### src/rtl/delay_scheduler_pkg.sv
// Shared definitions for the delay-RAM scheduler: FSM state type, frame
// length and the default RAM geometry also used by the RAM wrapper and the
// effects logic.
package delay_scheduler_pkg;

  // System clock cycles per 48 kHz sample period at 40 MHz.
  localparam int FRAME_CYCLES = 833;

  // Default delay-RAM geometry.
  localparam int DEF_ADDR_W = 13;
  localparam int DEF_DATA_W = 11;
  localparam int DEF_NTAPS  = 3;

  typedef enum logic [1:0] {
    ST_IDLE  = 2'd0,
    ST_READ  = 2'd1,
    ST_WRITE = 2'd2,
    ST_DONE  = 2'd3
  } state_e;

endpackage

### src/rtl/delay_scheduler_tap_addr.sv
// Tap address generator: wr_ptr - max(delay, 1), wrapping modulo 2^ADDR_W.
// A delay of 0 would read the slot about to be written, so it is clamped
// to 1 (the previous frame's sample).
module delay_scheduler_tap_addr
  import delay_scheduler_pkg::*;
#(
  parameter int ADDR_W = DEF_ADDR_W
) (
  input  logic [ADDR_W-1:0] wr_ptr_i,
  input  logic [ADDR_W-1:0] delay_i,
  output logic [ADDR_W-1:0] addr_o
);

  logic [ADDR_W-1:0] eff_delay;

  // Clamp the delay, then subtract; the fixed width provides the wrap.
  always_comb begin
    eff_delay = (delay_i == '0) ? ADDR_W'(1) : delay_i;
    addr_o    = wr_ptr_i - eff_delay;
  end

endmodule

### src/rtl/delay_scheduler.sv
// Delay-RAM scheduler. Each accepted frame pulse runs a fixed schedule on
// the single-port RAM: one read slot per tap, then the write of the current
// sample, then a one-cycle tapValid pulse.
//
// Pulse semantics: frame is a one-cycle request, accepted only in IDLE (a
// pulse in any other state is dropped and sets the sticky overrun flag).
// tapValid is a one-cycle pulse with no back-pressure; tapData holds its
// value until the next sequence overwrites it.
module delay_scheduler
  import delay_scheduler_pkg::*;
#(
  parameter int ADDR_W = DEF_ADDR_W,
  parameter int DATA_W = DEF_DATA_W,
  parameter int NTAPS  = DEF_NTAPS
) (
  input  logic                    clk,
  input  logic                    nreset,
  input  logic                    frame,
  input  logic                    wrEn,
  input  logic [DATA_W-1:0]       wrData,
  input  logic [NTAPS-1:0]        tapEn,
  input  logic [NTAPS*ADDR_W-1:0] tapDelay,
  output logic [ADDR_W-1:0]       memAddr,
  output logic                    memWE,
  output logic [DATA_W-1:0]       memWData,
  input  logic [DATA_W-1:0]       memRData,
  output logic [NTAPS*DATA_W-1:0] tapData,
  output logic                    tapValid,
  output logic                    busy,
  output logic                    overrun,
  output logic [1:0]              dbg_state_o,
  output logic [ADDR_W-1:0]       dbg_wr_ptr_o
);

  localparam int IDX_W = (NTAPS > 1) ? $clog2(NTAPS) : 1;
  localparam logic [IDX_W-1:0] LAST_IDX = IDX_W'(NTAPS - 1);

  state_e             state_q, state_d;
  logic [IDX_W-1:0]   idx_q, idx_d;
  logic [ADDR_W-1:0]  wr_ptr_q;
  logic [DATA_W-1:0]  wr_data_q;
  logic               wr_en_q;
  logic [NTAPS-1:0]   tap_en_q;
  logic [ADDR_W-1:0]  delay_q [NTAPS];
  logic [DATA_W-1:0]  tap_data_q [NTAPS];
  logic [DATA_W-1:0]  wdata_hold_q;
  logic               overrun_q;

  logic               accept;
  logic [ADDR_W-1:0]  sel_delay;
  logic [ADDR_W-1:0]  rd_addr;
  logic               cap_en;
  logic [IDX_W-1:0]   cap_idx;

  assign accept    = frame && (state_q == ST_IDLE);
  assign sel_delay = delay_q[idx_q];

  delay_scheduler_tap_addr #(.ADDR_W(ADDR_W)) u_tap_addr (
    .wr_ptr_i (wr_ptr_q),
    .delay_i  (sel_delay),
    .addr_o   (rd_addr)
  );

  // FSM state and tap index register.
  always_ff @(posedge clk or negedge nreset) begin
    if (!nreset) begin
      state_q <= ST_IDLE;
      idx_q   <= '0;
    end else begin
      state_q <= state_d;
      idx_q   <= idx_d;
    end
  end

  // Next state and RAM/status outputs, all decoded from the current state.
  always_comb begin
    state_d  = state_q;
    idx_d    = idx_q;
    memAddr  = wr_ptr_q;
    memWE    = 1'b0;
    memWData = wdata_hold_q;
    tapValid = 1'b0;
    busy     = (state_q != ST_IDLE);
    case (state_q)
      ST_IDLE: begin
        if (frame) begin
          state_d = ST_READ;
          idx_d   = '0;
        end
      end
      ST_READ: begin
        memAddr = rd_addr;
        if (idx_q == LAST_IDX) state_d = ST_WRITE;
        else                   idx_d   = idx_q + 1'b1;
      end
      ST_WRITE: begin
        memWE    = wr_en_q;
        memWData = wr_data_q;
        state_d  = ST_DONE;
      end
      ST_DONE: begin
        tapValid = 1'b1;
        state_d  = ST_IDLE;
      end
      default: state_d = ST_IDLE;
    endcase
  end

  // Frame-time snapshot of the write sample, enables and delays.
  always_ff @(posedge clk or negedge nreset) begin
    if (!nreset) begin
      wr_data_q <= '0;
      wr_en_q   <= 1'b0;
      tap_en_q  <= '0;
      for (int i = 0; i < NTAPS; i++) delay_q[i] <= '0;
    end else if (accept) begin
      wr_data_q <= wrData;
      wr_en_q   <= wrEn;
      tap_en_q  <= tapEn;
      for (int i = 0; i < NTAPS; i++) delay_q[i] <= tapDelay[i*ADDR_W +: ADDR_W];
    end
  end

  // Write pointer advances after every WRITE slot, frozen buffer or not;
  // the write data output keeps the last value driven.
  always_ff @(posedge clk or negedge nreset) begin
    if (!nreset) begin
      wr_ptr_q     <= '0;
      wdata_hold_q <= '0;
    end else if (state_q == ST_WRITE) begin
      wr_ptr_q     <= wr_ptr_q + 1'b1;
      wdata_hold_q <= wr_data_q;
    end
  end

  // Sticky overrun: any frame pulse that arrives outside IDLE.
  always_ff @(posedge clk or negedge nreset) begin
    if (!nreset)                          overrun_q <= 1'b0;
    else if (frame && state_q != ST_IDLE) overrun_q <= 1'b1;
  end

  // Read data lags its address by one cycle, so tap i-1 is captured while
  // tap i is addressed, and the last tap during WRITE.
  assign cap_en  = ((state_q == ST_READ) && (idx_q != '0)) || (state_q == ST_WRITE);
  assign cap_idx = (state_q == ST_WRITE) ? LAST_IDX : idx_q - 1'b1;

  // Tap capture registers; disabled taps are zeroed in their slot.
  always_ff @(posedge clk or negedge nreset) begin
    if (!nreset) begin
      for (int i = 0; i < NTAPS; i++) tap_data_q[i] <= '0;
    end else begin
      for (int i = 0; i < NTAPS; i++) begin
        if (cap_en && (cap_idx == IDX_W'(i))) begin
          tap_data_q[i] <= tap_en_q[i] ? memRData : '0;
        end
      end
    end
  end

  // Flatten tap registers onto the output bus, tap 0 in the low bits.
  always_comb begin
    tapData = '0;
    for (int i = 0; i < NTAPS; i++) tapData[i*DATA_W +: DATA_W] = tap_data_q[i];
  end

  assign overrun      = overrun_q;
  assign dbg_state_o  = state_q;
  assign dbg_wr_ptr_o = wr_ptr_q;

endmodule

### config.mk
export PLATFORM = sky130hd
export DESIGN_NAME = delay_scheduler
export DESIGN_NICKNAME = d
export VERILOG_FILES = /design/src/rtl/delay_scheduler_pkg.sv /design/src/rtl/delay_scheduler_tap_addr.sv /design/src/rtl/delay_scheduler.sv
export SDC_FILE = /design/constraint.sdc
export NUM_CORES = 1
export LEC_CHECK = 0
export BUFFER_PORTS_ARGS = -buffer_cell sky130_fd_sc_hd__buf_2
export CAP_MARGIN = 20
export CORE_MARGIN = 2
export CORE_UTILIZATION = 40
export DETAILED_ROUTE_END_ITERATION = 10
export GPL_TIMING_DRIVEN = 1
export SYNTH_ARGS = -nofsm -noshare
export SYNTH_HDL_FRONTEND = slang
export SYNTH_SLANG_ARGS = --single-unit
export TNS_END_PERCENT = 1
### constraint.sdc
create_clock -name clk -period 7.1 [get_ports clk]
set_input_delay 0 -clock clk [delete_from_list [all_inputs] [get_ports clk]]
set_output_delay 0 -clock clk [all_outputs]
set_load 0.01 [all_outputs]
==> results.sh <==
export IMPL_pin_count=144
export IMPL_skew_ns=0.007556
export IMPL_critPathMostFrequentCell="nor2b_1"
export IMPL_cp_max_fo=19
export IMPL_crit_path_end_kind="output port"
export IMPL_slowest_stage="dfrtp_1"
export IMPL_syn_num_nets=600
export IMPL_dpl_hpwl_mm=10.11
export IMPL_synthCells=511
export IMPL_rows=43
export IMPL_placed_cells_incl_taps=814
export IMPL_final_hold_violation_count=0
export IMPL_netlist_area_um2=5584
export IMPL_p_int_w=0.002346
export IMPL_leakage_nw=3.739
export IMPL_p_switching_w=0.001416
export IMPL_syn_to_final_growth_pct=38.63
export IMPL_ant_nets=0
export IMPL_seq_area_frac_synth_pct=51.98
export IMPL_initial_utilization_pct=40.54
export IMPL_synth_edf_count=0
export IMPL_clk_latency_ns=0.42
export IMPL_die_h_um=122.2
export IMPL_cp_required_ns=7.10
export IMPL_timing_critical_path_buf_inv=1
export IMPL_grt_start_max_net_pins=72
export IMPL_final_setup_tns_ns=0
export IMPL_grt_total_usage_pct=19.96
export IMPL_htree_levels=4
export IMPL_ys_ff_latch=116
export IMPL_wl_per_cell_um=15.62
export IMPL_critPathTopFamily="simple AND/OR/NAND/NOR gates"
export IMPL_finalNetCount=809
export IMPL_drcViolationCount=0
export IMPL_cts_tree="done"
export IMPL_antenna_cells=0
export IMPL_port_buffers=143
export IMPL_swShare_pct=37.64
export IMPL_slowest_delay_ns=0.89
export IMPL_ir_drop_mv=0.2774
export IMPL_gp_congestion=0.9280
export IMPL_run_status="finished clean"
export IMPL_dieArea_um2=14920
export IMPL_slew_violations=0
export IMPL_routed_wl_mm=14.24
export IMPL_die_w_um=122.2
export IMPL_grt_first_pass_wirelength_mm=22.65
export IMPL_whs_ns=0.1328
export IMPL_worst_setup_path_type="reg2out"
export IMPL_power_share_sequential_pct=32.4
export IMPL_fmax_mhz=202.6
export IMPL_async_flop_share_pct=100.0
export IMPL_fin_crit_sh_pct=69.53
export IMPL_cts_resized=0
export IMPL_postCtsSetupBuffers=0
export IMPL_drtIter0Drc=317
export IMPL_cts_sinks=116
export IMPL_power_frac_clock_pct=23.0
export IMPL_pre_cts_ws_ns=2.653
export IMPL_setup_viol=0
export IMPL_start_kind="register"
export IMPL_power_frac_comb_pct=44.6
export IMPL_cts_buffers_inserted=17
export IMPL_worst_slew_pin_slew_ns=0.9002
export IMPL_fp_coreArea_um2=13770
export IMPL_crit_chain="nor2b_1 > a21oi_1 > nand2_1 > or4b_1 > o31ai_1 > ha_1 > fa_1 > nor2b_1 > o31a_1 > or4_4 > a41oi_1 > mux2i_1 > xor2_1 > buf_2"
export IMPL_vias=4541
export IMPL_yosysWarningCount=0
export IMPL_grt_antenna_before_repair=0
export IMPL_synth_avg_cell_area_um2=10.93
export IMPL_fin_cells=912
export IMPL_yosysUniqueCellTypes=42
export IMPL_drtPass1Iterations=4
export IMPL_grt_pass1_vias=4595
export IMPL_min_period_ns=4.936
export IMPL_slew_headroom_pct=39.98
export IMPL_crit_arrival_ns=4.94
export IMPL_grt_ovfl_total=0
export IMPL_power_density_nw_per_um2=485.9
export IMPL_synth_main_ff_cell="dfrtp_1"
export IMPL_clkTransAtPathRegs_ns=0.05
export IMPL_fin_ws_ns=2.164
export IMPL_worstHoldPathType="in2async"
export IMPL_drv_cap=0
export IMPL_clock_path_buffers=2
export IMPL_rsz0062_at_grt="no"
export IMPL_drive_above_1_share_pct=34.70
export IMPL_clock_tree_root_cell="clkbuf_16"
export IMPL_vias_per_cell=4.979
==> logic make-up after synthesis <==
family | count (synthesis) | share of synthesized area [%]
flops | 116 | 51.98
buf+inv | 37 | 2.599
simple gates | 138 | 10.64
compound gates | 89 | 9.075
mux | 89 | 17.57
fa+ha+maj | 21 | 4.840
xor+xnor | 21 | 3.294
==> cell type report <==
| cell class | count | area, um^2 |
|---|---|---|
| fillers | 1226 | 6032 |
| clock inverters | 12 | 153.9 |
| repair buffers | 214 | 1419 |
| well taps | 180 | 225.2 |
| flip-flops and latches | 116 | 2903 |
| clock buffers | 19 | 452.9 |
| inverters | 13 | 48.80 |
| multi-input cells | 358 | 2539 |
==> worst paths after layout <==
check                           slack, ns              end  cells after the start    startpoint
worst max-delay path                 2.16      memAddr[12]                     14      idx_q[1]
worst min register to register       0.46          overrun                      1       overrun
worst max register to register       4.32       tapData[0]                      6      idx_q[1]
min in group clk                     0.34      delay_q[14]                      3  tapDelay[14]
worst min-delay path                 0.13  dbg_wr_ptr_o[8]                      2        nreset
max in group asynchronous            5.65         idx_q[0]                      3        nreset
==> per-stage QoR <==
stage	instance area, um^2	util, %	power (W)
global placement	6464	46.93	0.002835
detailed placement	6464	46.93	0.002886
global route	7741	56.20	0.004057
floorplan	5584	-	0.002321
CTS	7741	56.20	0.003795
finish	7741	56.20	0.003761
==> power groups by stage <==
stage / combinational, W / clock, W / sequential, W
floorplan: 0.00115 / 0 / 0.00117
global route: 0.00188 / 0.000919 / 0.00126
global placement: 0.00162 / 0 / 0.00122
finish: 0.00168 / 0.000865 / 0.00122
detailed placement: 0.00165 / 0 / 0.00123
CTS: 0.00169 / 0.000885 / 0.00122
==> routing by layer <==
metal  GRT usage [%]  wire length (um)  vias up
met3           5.805               747       25
met2           33.41              7015      138
met1           24.58              6185     2187
li1                -                 -     2191
met5               0                 0        -
met4           7.112               295        0
==> placed cells by master, fill, tap and decap left out, types with 2 or more instances in the layout <==
cell           netlist  final
mux2_2              72     72
xnor2_1             16     16
nor2_1              23     23
and3_1               4      4
ha_1                20     20
clkinv_2             0      3
nor2b_1              4      4
clkbuf_16            0     17
nand2b_1             2      2
buf_2                2    142
xor2_1               5      5
nand2_1             84     83
a21oi_1             22     22
mux2i_1             17     17
o21a_1               3      3
nand4_1              4      4
dfrtp_1            116    116
inv_6                0      2
dlygate4sd3_1        0     67
inv_1               12     12
nor3_1               4      4
clkinvlp_4           0      3
clkbuf_8             0      2
bufinv_16            0      3
o21ai_0             44     44
a21o_1               6      6
nand3_1              7      7
a31oi_1              4      4
buf_4                1      5
==> cells in the mapped netlist, drive strengths merged (5+ instances only) <==
library cell / n / share of area (%)
dfrtp: 116 / 52
nand2: 84 / 5.6
mux2: 72 / 15
o21ai: 44 / 3.9
nor2: 23 / 1.5
a21oi: 22 / 2.0
ha: 20 / 4.5
clkbuf: 19 / 1.3
mux2i: 17 / 3.0
xnor2: 16 / 2.5
inv: 12 / 0.81
nand3: 7 / 0.63
a21o: 6 / 0.81
buf: 5 / 0.45
xor2: 5 / 0.78
==> sequential cells by signal, summed over array words and instances (netlist names), 2 cells and up <==
name,count
dbg_state_o,2
dbg_wr_ptr_o,13
tap_en_q,3
wr_data_q,11
wdata_hold_q,11
idx_q,2
tapData,33
delay_q,39
==> repair_timing <==
item | in CTS | in global routing
hold endpoints to repair | 134 | 0
hold buffers | 67 | 0
setup endpoints to repair | 0 | 0
Power figures use the tool's default switching activity.
